File: src/rtl/mux_pkg.sv
// mux_pkg: shared defaults and index-width helper for the round-robin mux
package mux_pkg;
  localparam int MUX_WIDTH_DEF = 8;
  localparam int MUX_N_DEF = 4;
  function automatic int sel_width(input int n);
    return (n > 1) ? $clog2(n) : 1;
  endfunction
endpackage

File: src/rtl/mux_rr_n_arbiter.sv
// rr_arbiter: combinational grant starting at ptr, wrapping at N
// MUX_RR_FIXED_PRIO_EN switches to fixed priority (lowest index wins, ptr ignored)
module rr_arbiter
  import mux_pkg::*;
#(
  parameter int N = MUX_N_DEF,
  localparam int SELW = sel_width(N)
) (
  input  logic [N-1:0]    req,
  input  logic [SELW-1:0] ptr,
  output logic [N-1:0]    gnt_onehot,
  output logic [SELW-1:0] gnt_idx,
  output logic            gnt_any
);
`ifdef MUX_RR_FIXED_PRIO_EN
  logic unused_ptr;
  assign unused_ptr = ^ptr;
`endif
  logic [SELW-1:0] idx;
  always_comb begin
    idx = '0;
    gnt_idx = '0;
    gnt_any = 1'b0;
    // scan from the far end so the nearest valid candidate is written last
    for (int k = N - 1; k >= 0; k--) begin
`ifdef MUX_RR_FIXED_PRIO_EN
      idx = SELW'(k);
`else
      idx = SELW'((int'(ptr) + k) % N);
`endif
      if (req[idx]) begin
        gnt_idx = idx;
        gnt_any = 1'b1;
      end
    end
    gnt_onehot = gnt_any ? (N'(1) << gnt_idx) : '0;
  end
endmodule

File: src/rtl/mux_rr_n.sv
// mux_rr_n: N-channel registered mux with valid/ready and round-robin selection
// MUX_RR_FIXED_PRIO_EN replaces round-robin with fixed priority and drops the pointer
module mux_rr_n
  import mux_pkg::*;
#(
  parameter int WIDTH = MUX_WIDTH_DEF,
  parameter int N = MUX_N_DEF,
  localparam int SELW = sel_width(N)
) (
  input  logic               clk,
  input  logic               rst_n,
  input  logic [N*WIDTH-1:0] in_data,
  input  logic [N-1:0]       in_valid,
  output logic [N-1:0]       in_ready,
  output logic [WIDTH-1:0]   out_data,
  output logic               out_valid,
  input  logic               out_ready,
  output logic [SELW-1:0]    out_sel
);
  logic             out_valid_q, out_valid_d;
  logic [WIDTH-1:0] out_data_q, out_data_d;
  logic [SELW-1:0]  out_sel_q, out_sel_d;
  logic [SELW-1:0]  arb_ptr, gnt_idx;
  logic [N-1:0]     gnt_onehot;
  logic             gnt_any, can_load, load;
  rr_arbiter #(.N(N)) u_arb (
    .req        (in_valid),
    .ptr        (arb_ptr),
    .gnt_onehot (gnt_onehot),
    .gnt_idx    (gnt_idx),
    .gnt_any    (gnt_any)
  );
`ifdef MUX_RR_FIXED_PRIO_EN
  assign arb_ptr = '0;
`else
  logic [SELW-1:0] ptr_q, ptr_d;
  assign arb_ptr = ptr_q;
  always_comb ptr_d = load ? ((gnt_idx == SELW'(N - 1)) ? '0 : gnt_idx + 1'b1) : ptr_q;
  always_ff @(posedge clk or negedge rst_n)
    if (!rst_n) ptr_q <= '0;
    else ptr_q <= ptr_d;
`endif
  always_comb begin
    can_load = !out_valid_q || out_ready;
    load = can_load && gnt_any;
    in_ready = (rst_n && can_load) ? gnt_onehot : '0;
    out_valid_d = load || (out_valid_q && !out_ready);
    out_sel_d = load ? gnt_idx : out_sel_q;
    out_data_d = out_data_q;
    for (int i = 0; i < N; i++)
      if (load && gnt_onehot[i]) out_data_d = in_data[i*WIDTH +: WIDTH];
  end
  always_ff @(posedge clk or negedge rst_n)
    if (!rst_n) begin
      out_valid_q <= 1'b0;
      out_data_q <= '0;
      out_sel_q <= '0;
    end else begin
      out_valid_q <= out_valid_d;
      out_data_q <= out_data_d;
      out_sel_q <= out_sel_d;
    end
  assign out_valid = out_valid_q;
  assign out_data = out_data_q;
  assign out_sel = out_sel_q;
endmodule

File: config.mk
export PLATFORM = sky130hd
export DESIGN_NAME = mux_rr_n
export DESIGN_NICKNAME = d
export VERILOG_FILES = /design/src/rtl/mux_pkg.sv /design/src/rtl/mux_rr_n_arbiter.sv /design/src/rtl/mux_rr_n.sv
export SDC_FILE = /design/constraint.sdc
export NUM_CORES = 1
export LEC_CHECK = 0
export ABC_AREA = 0
export CAP_MARGIN = 20
export CORE_ASPECT_RATIO = 1.5
export CORE_MARGIN = 10
export CORE_UTILIZATION = 39
export CTS_BUF_LIST = sky130_fd_sc_hd__clkbuf_8
export CTS_CLUSTER_DIAMETER = 80
export DETAILED_ROUTE_END_ITERATION = 16
export PLACE_DENSITY = 0.82
export SLEW_MARGIN = 0
export SYNTH_ARGS = -nofsm -noshare
export SYNTH_HDL_FRONTEND = slang
export SYNTH_SLANG_ARGS = --single-unit
File: constraint.sdc
create_clock -name clk -period 2.65 [get_ports clk]
set_input_delay 0.53 -clock clk [delete_from_list [all_inputs] [get_ports clk]]
set_output_delay 0.53 -clock clk [all_outputs]
set_load 0.1 [all_outputs]
==> results of run 1 <==
-- layout make-up --
cell class,count,area (sq um)
Fill cell,178,606
Inverter,13,48.8
Timing Repair Buffer,70,666
Tap cell,23,28.8
Clock buffer,3,41.3
Sequential cell,13,325
Multi-Input combinational cell,75,567
Clock inverter,1,3.75
-- layer usage --
layer	part of all wire	wire length, um	up-vias
met3	0.088	310	6
met4	0.018	63	0
li1	-	-	505
met2	0.57	2000	42
met5	0	0	-
met1	0.33	1150	494
-- power by group --
part	switching (mW)	internal, mW	leakage [nW]
combinational	0.954	0.443	0.594
sequential	0.0621	0.290	0.146
clock	0.0711	0.102	0.0269
-- through the flow --
step / setup WS [ps] / cell area, sq um / instances / hold slack, ps
2_1_floorplan: 47.5 / 960 / 107 / 234
3_3_place_gp: -7.41 / 1610 / 193 / 507
3_5_place_dp: -173 / 1610 / 193 / 515
4_1_cts: 144 / 1680 / 198 / 524
5_1_grt: 72.2 / 1680 / 198 / 540
6_report: 132 / 1680 / 198 / 518
-- final timing paths --
check	from	to	slack [ps]	depth (start not counted)
max in group asynchronous	rst_n	out_data[0]	1630	2
worst min-delay path	out_sel[0]	out_sel[0]	520	2
worst max-delay path	in_valid[0]	in_ready[3]	130	8
worst max register to register	arb_ptr[0]	out_data[7]	480	9
worst min register to register	out_sel[0]	out_sel[0]	520	2
min in group asynchronous	rst_n	out_data[2]	590	1
-- cells in the final DEF (no fill, tap or decap), types with 2 or more instances in the layout --
| cell type | instances |
|---|---|
| sky130_fd_sc_hd__a21oi_1 | 7 |
| sky130_fd_sc_hd__a31oi_1 | 7 |
| sky130_fd_sc_hd__and3_4 | 2 |
| sky130_fd_sc_hd__buf_12 | 4 |
| sky130_fd_sc_hd__buf_4 | 28 |
| sky130_fd_sc_hd__clkbuf_8 | 3 |
| sky130_fd_sc_hd__clkdlybuf4s50_1 | 34 |
| sky130_fd_sc_hd__dfrtp_1 | 13 |
| sky130_fd_sc_hd__dlygate4sd2_1 | 4 |
| sky130_fd_sc_hd__ha_1 | 4 |
| sky130_fd_sc_hd__inv_1 | 13 |
| sky130_fd_sc_hd__mux2_2 | 11 |
| sky130_fd_sc_hd__nand2_1 | 10 |
| sky130_fd_sc_hd__nor2_1 | 8 |
| sky130_fd_sc_hd__nor2b_1 | 2 |
| sky130_fd_sc_hd__nor2b_4 | 2 |
| sky130_fd_sc_hd__o21ai_0 | 9 |
-- sequential cells by signal, summed over array words and instances, names as in the netlist --
register   flops
out_valid      1
out_data       8
out_sel        2
arb_ptr        2
-- cells by family (layout without fill, tap and decap cells) --
family | Yosys count | count (layout)
simple gates | 31 | 31
mux | 12 | 12
flops | 13 | 13
compound gates | 28 | 28
fa+ha+maj | 4 | 4
buf+inv | 19 | 87
-- critical path: stages --
cell                            delay [ps]
sky130_fd_sc_hd__dlygate4sd2_1         260
sky130_fd_sc_hd__and2b_1               190
sky130_fd_sc_hd__nor2_2                110
sky130_fd_sc_hd__a2bb2oi_2             170
sky130_fd_sc_hd__buf_4                 150
sky130_fd_sc_hd__ha_1                  180
sky130_fd_sc_hd__and3_4                210
sky130_fd_sc_hd__buf_12                170
-- repair_timing --
action,CTS,global route
gates resized for setup,10,0
setup buffers,1,0
endpoints found under the setup margin,4,0
==> results by group, run 1 <==
Clocking
  – Clock tree root buffer cell: sky130_fd_sc_hd__clkbuf_8
  – Largest buffer count on any clock path: 2
  – Worst skew pair latency: 240 ps
  – CTS tree: done
  – Hold bufs inserted after CTS: 0
  – # clock sinks: 13
  – H-Tree Depth: 1
  – Clock input transition at the sequential cells of the worst setup and hold paths: 50 ps
  – Inserted Clock Buffers: 3

Synth
  – Top post-synthesis cells by area: sky130_fd_sc_hd__dfrtp_1 34%, sky130_fd_sc_hd__mux2_2 13%, sky130_fd_sc_hd__ha_1 5.3%, sky130_fd_sc_hd__inv_1 5.1%, sky130_fd_sc_hd__o21ai_0 4.7%
  – Count of flip-flops with a built-in enable after synthesis: 0
  – Post-Synthesis Mean Instance Area: 8.86 sq um
  – Most common flop cell mapped by yosys: sky130_fd_sc_hd__dfrtp_1
  – Top cells by count, synth: 13 x sky130_fd_sc_hd__dfrtp_1, 13 x sky130_fd_sc_hd__inv_1, 11 x sky130_fd_sc_hd__mux2_2
  – Simple-Gate Fraction of Synth Area: 0.185
  – Portion of the post-synthesis area used by sequential elements: 0.343
  – Cell accounting for the most synthesized area: sky130_fd_sc_hd__dfrtp_1
  – Main combinational cell family by area after synthesis: compound AO/OA/AOI/OAI gates
  – Register bit count reported by yosys: 13
  – Post-synthesis xor/xnor area fraction: 0
  – Synth unique cells: 25
  – Fraction of post-synthesis cell area in the top cell type by area: 0.343
  – Post-synthesis adder-cell area fraction: 0.0528
  – Number of standard cells after synthesis: 107
  – Share of flip-flops with an asynchronous set or reset: 1.00
  – Portion of netlist area occupied by mux cells: 0.141
  – Post-synth net total: 150
  – Synth Area in Compound Gates: 0.185
  – Yosys synthesis warning count: 0
  – Post-Synthesis Cell Area: 948 sq um

STA
  – Setup repair after global routing missed its margin: false
  – Final-report max-slew violation count: 0
  – Post-layout min period: 2520 ps
  – Number of setup violations in the final report: 0
  – Maximum clock rate: 0.397 GHz
  – Crit share post-route: 0.950
  – Layout Skew: 0.944 ps
  – Final-layout setup total negative slack: 0 ps
  – Final number of hold-violating endpoints: 0
  – Relative slew margins: 0.724
  – Transition time of the tightest slew-check pin: 413 ps

Routing
  – Per-cell via count in the routed design: 5.29
  – Number of DRC markers in iteration 0: 15
  – Final wirelength: 3530 um
  – Routed via count: 1,047
  – Number of nets still failing antenna checks after routing: 0
  – Post-route DRC violation count: 0
  – Average routed wire per standard cell: 17.8 um
  – Iteration count of the initial detailed-routing pass: 4

Power and ir drop
  – PD cells: 1140 nW/um^2
  – Standby leakage power: 0.766 nW
  – Maximum VDD drop: 0.000812 V
  – Total power of the final layout: 1.92 mW

Die
  – Die extent in x: 60.3 um
  – Die boundary height: 80.4 um
  – Effective utilization at floorplan: 0.415
  – Number of I/O pins: 54
  – Area of the core: 2290 sq um
  – Die Footprint: 4850 sq um
  – Count of standard-cell rows: 21

Global route
  – Grt total ovfl: 0
  – First-pass GRT wire length: 5600 um
  – M1 GR Usage: 0.134
  – Met2 layer usage reported by global route: 0.283
  – Total GRT Usage: 0.147
  – Vias in the first global route: 1,180
  – Met3 demand-to-capacity share in global routing: 0.0504
  – Pin count of the biggest net entering global routing: 18
  – Initial antenna violation count: 0
  – Global routing's busiest layer: met2

Setup path
  – Category of the worst setup path capture point: primary output
  – Critical path startpoint category: primary input
  – Arrival time worst endpoint: 1990 ps
  – Startpoint-to-endpoint class of the critical path: primary input to primary output
  – Worst Path Required: 2120 ps
  – Largest driver fanout on the critical path: 4

Placement
  – RD Place Congestion: 0.792
  – Number of port buffers: 53
  – Dpl hpwl: 2800 um

Hold path
  – Kind of path behind the tightest hold check: register to register

Job
  – Max capacitance violation total: 0

Finish
  – Share of layout cells above drive strength 1: 0.337
  – Final Net Count: 219
  – Area growth syn-to-layout: 77.2%
  – Core Util, Final: 0.735
  – Antenna cell count: 0

Status
  – Outcome: finished clean
No activity file was read; power rests on OpenSTA's default activity.
==> run 2, diff against run 1 <==
--- a/config.mk
+++ b/config.mk
@@ -9,11 +9,10 @@
 export CAP_MARGIN = 20
 export CORE_ASPECT_RATIO = 1.5
 export CORE_MARGIN = 10
-export CORE_UTILIZATION = 39
-export CTS_BUF_LIST = sky130_fd_sc_hd__clkbuf_8
+export CORE_UTILIZATION = 34
 export CTS_CLUSTER_DIAMETER = 80
 export DETAILED_ROUTE_END_ITERATION = 16
-export PLACE_DENSITY = 0.82
+export PLACE_DENSITY = 0.76
 export SLEW_MARGIN = 0
 export SYNTH_ARGS = -nofsm -noshare
 export SYNTH_HDL_FRONTEND = slang
==> constraint.sdc (replaced) <==
create_clock -name clk -period 2.3 [get_ports clk]
set_input_delay 0.46 -clock clk [delete_from_list [all_inputs] [get_ports clk]]
set_output_delay 0.46 -clock clk [all_outputs]
set_load 0.1 [all_outputs]
==> results by group, run 2 (synthesis gave the netlist of run 1 again) <==
Status
  – Outcome: finished, violations left (was finished clean)
  – Violations in the final reports: setup timing

Setup path
  – Worst Path Required: 1840 ps (was 2120 ps)
  – Startpoint-to-endpoint class of the critical path: primary input to primary output (unchanged)
  – Category of the worst setup path capture point: primary output (unchanged)
  – Arrival time worst endpoint: 1950 ps (was 1990 ps)
  – Critical path startpoint category: primary input (unchanged)
  – Slack of the worst reg-to-reg path: -30 ps (was 480 ps)
  – Largest driver fanout on the critical path: 4 (unchanged)

Job
  – Max capacitance violation total: 0 (unchanged)

STA
  – Final number of hold-violating endpoints: 0 (unchanged)
  – Setup repair after global routing missed its margin: true (was false)
  – Post-layout min period: 2410 ps
  – Maximum clock rate: 0.415 GHz
  – Transition time of the tightest slew-check pin: 471 ps (was 413 ps)
  – Layout Skew: 7.86 ps (was 0.944 ps)
  – Worst hold slack after final layout: 534 ps (was 518 ps)
  – Relative slew margins: 0.685 (was 0.724)
  – Post-route setup slack: -108 ps (was 132 ps)
  – Number of setup violations in the final report: 5 (was 0)
  – Final-layout setup total negative slack: -342 ps (was 0 ps)
  – Final-report max-slew violation count: 0 (unchanged)
  – Crit share post-route: 1.05

Routing
  – Post-route DRC violation count: 0 (unchanged)
  – Final wirelength: 3750 um (was 3530 um)
  – Number of DRC markers in iteration 0: 32 (was 15)
  – Average routed wire per standard cell: 17.4 um (was 17.8 um)
  – Number of nets still failing antenna checks after routing: 0 (unchanged)
  – Iteration count of the initial detailed-routing pass: 6 (was 4)
  – Per-cell via count in the routed design: 4.93 (was 5.29)
  – Routed via count: 1,064 (was 1,047)

Finish
  – Number of flip-flops under the largest register name: 8 (unchanged)
  – Final design instance area without fill: 1820 sq um (was 1680 sq um)
  – Commonest non-fill, non-tap cells in the layout: 34 x sky130_fd_sc_hd__clkdlybuf4s50_1, 27 x sky130_fd_sc_hd__buf_4, 13 x sky130_fd_sc_hd__dfrtp_1, 12 x sky130_fd_sc_hd__inv_1, 11 x sky130_fd_sc_hd__mux2_2 (was 34 x sky130_fd_sc_hd__clkdlybuf4s50_1, 28 x sky130_fd_sc_hd__buf_4, 13 x sky130_fd_sc_hd__inv_1, 13 x sky130_fd_sc_hd__dfrtp_1, 11 x sky130_fd_sc_hd__mux2_2)
  – Antenna cell count: 0 (unchanged)
  – Final Net Count: 223 (was 219)
  – Non-filler cells in the finished layout: 216 (was 198)
  – Filler cells: 214 (was 178)
  – Area growth syn-to-layout: 91.6% (was 77.2%)
  – Most common cell after layout, fill and taps aside: sky130_fd_sc_hd__clkdlybuf4s50_1 (unchanged)
  – Share of layout cells above drive strength 1: 0.385 (was 0.337)

Die
  – Count of standard-cell rows: 23 (was 21)
  – Die Footprint: 5350 sq um (was 4850 sq um)
  – Die boundary height: 84.7 um (was 80.4 um)
  – Die extent in x: 63.1 um (was 60.3 um)
  – Number of I/O pins: 54 (unchanged)
  – Area of the core: 2680 sq um (was 2290 sq um)
  – Effective utilization at floorplan: 0.354 (was 0.415)

Placement
  – Number of cells after detailed placement: 209 (was 193)
  – Number of port buffers: 53 (unchanged)
  – RD Place Congestion: 0.769 (was 0.792)
  – Placed cell areas: 1650 sq um (was 1610 sq um)
  – Dpl hpwl: 2800 um (about the same)

Power and ir drop
  – Part of the total power dissipated in combinational logic: 0.736 (was 0.727)
  – Standby leakage power: 0.788 nW (was 0.766 nW)
  – Portion of total power attributed to sequential cells: 0.175 (was 0.183)
  – Fraction of power consumed by the clock network: 0.089 (was 0.090)
  – Net switching share of the total power: 0.555 (was 0.565)
  – Int Power: 1.06 mW (was 0.836 mW)
  – Maximum VDD drop: 0.000797 V (was 0.000812 V)
  – Total power of the final layout: 2.39 mW (was 1.92 mW)
  – PD cells: 1320 nW/um^2 (was 1140 nW/um^2)
  – Net switching power: 1.33 mW (was 1.09 mW)

Global route
  – M1 GR Usage: 0.128 (was 0.134)
  – Initial antenna violation count: 0 (unchanged)
  – Pin count of the biggest net entering global routing: 18 (unchanged)
  – Met2 layer usage reported by global route: 0.237 (was 0.283)
  – Total GRT Usage: 0.130 (was 0.147)
  – Global routing's busiest layer: met2 (unchanged)
  – Grt total ovfl: 0 (unchanged)
  – Met3 demand-to-capacity share in global routing: 0.0319 (was 0.0504)
  – Vias in the first global route: 1,114 (was 1,180)
  – First-pass GRT wire length: 5450 um (was 5600 um)

Clocking
  – Worst skew pair latency: 260 ps (was 240 ps)
  – H-Tree Depth: 1 (unchanged)
  – Clock tree root buffer cell: sky130_fd_sc_hd__clkbuf_8 (unchanged)
  – # clock sinks: 13 (unchanged)
  – Clock input transition at the sequential cells of the worst setup and hold paths: 50 ps (about the same)
  – Inserted Clock Buffers: 3 (unchanged)
  – CTS tree: done (unchanged)
  – Largest buffer count on any clock path: 2 (unchanged)

Hold path
  – Kind of path behind the tightest hold check: register to register (unchanged)
[run 2: worst max-delay path, cell delays in order]
cell                              delay, ps
sky130_fd_sc_hd__clkdlybuf4s15_1        220
sky130_fd_sc_hd__and2b_2                250
sky130_fd_sc_hd__buf_6                  120
sky130_fd_sc_hd__nor3_4                 110
sky130_fd_sc_hd__o22ai_2                110
sky130_fd_sc_hd__buf_6                  150
sky130_fd_sc_hd__ha_1                   200
sky130_fd_sc_hd__and3_4                 160
sky130_fd_sc_hd__buf_12                 160
[run 2: cell type report]
cell class / count / area, sq um / area share
clock buffers: 3 / 41.3 / 0.0227
multi-input cells: 75 / 633 / 0.348
inverters: 13 / 48.8 / 0.0269
well taps: 37 / 46.3 / 0.0255
repair buffers: 74 / 717 / 0.395
clock inverters: 1 / 5.00 / 0.00275
flip-flops and latches: 13 / 325 / 0.179
[run 2: worst paths after layout]
path,endpoint,startpoint,depth (start not counted)
worst max-delay path,in_ready[0],in_valid[0],9
worst min-delay path,out_data[7],out_data[7],2
worst max register to register,out_data[7],arb_ptr[0],10
worst min register to register,out_data[7],out_data[7],2
max in group asynchronous,out_data[7],rst_n,2
min in group asynchronous,out_valid,rst_n,1
[run 2: repair_timing]
| item | CTS | global route |
|---|---|---|
| pin swaps | 5 | 3 |
| setup buffers | 2 | 1 |
| resized for setup | 17 | 11 |
| hold buffers | 0 | 0 |
| endpoints found under the setup margin | 12 | 10 |
[run 2: power groups by stage]
stage | Clock, mW | Sequential, mW | Combinational (mW)
final | 0.212 | 0.419 | 1.76
after global routing | 0.228 | 0.435 | 1.84
after CTS | 0.209 | 0.416 | 1.66
after detailed placement | 0 | 0.410 | 1.58
after global placement | 0 | 0.402 | 1.55
after floorplan | 0 | 1.04 | 0.482
[run 2: layer usage]
metal	share of wire	up-vias	wire, um
li1	-	507	-
met1	0.37	515	1380
met2	0.57	35	2140
met3	0.042	7	159
met4	0.020	0	75
met5	0	-	0
[run 2: per-stage QoR]
stage                      util  setup slack, ps
after CTS                 0.658            -64.3
after global routing      0.679             -157
after floorplan               -             -172
after detailed placement  0.616             -404
final                     0.679             -108
after global placement    0.616             -313
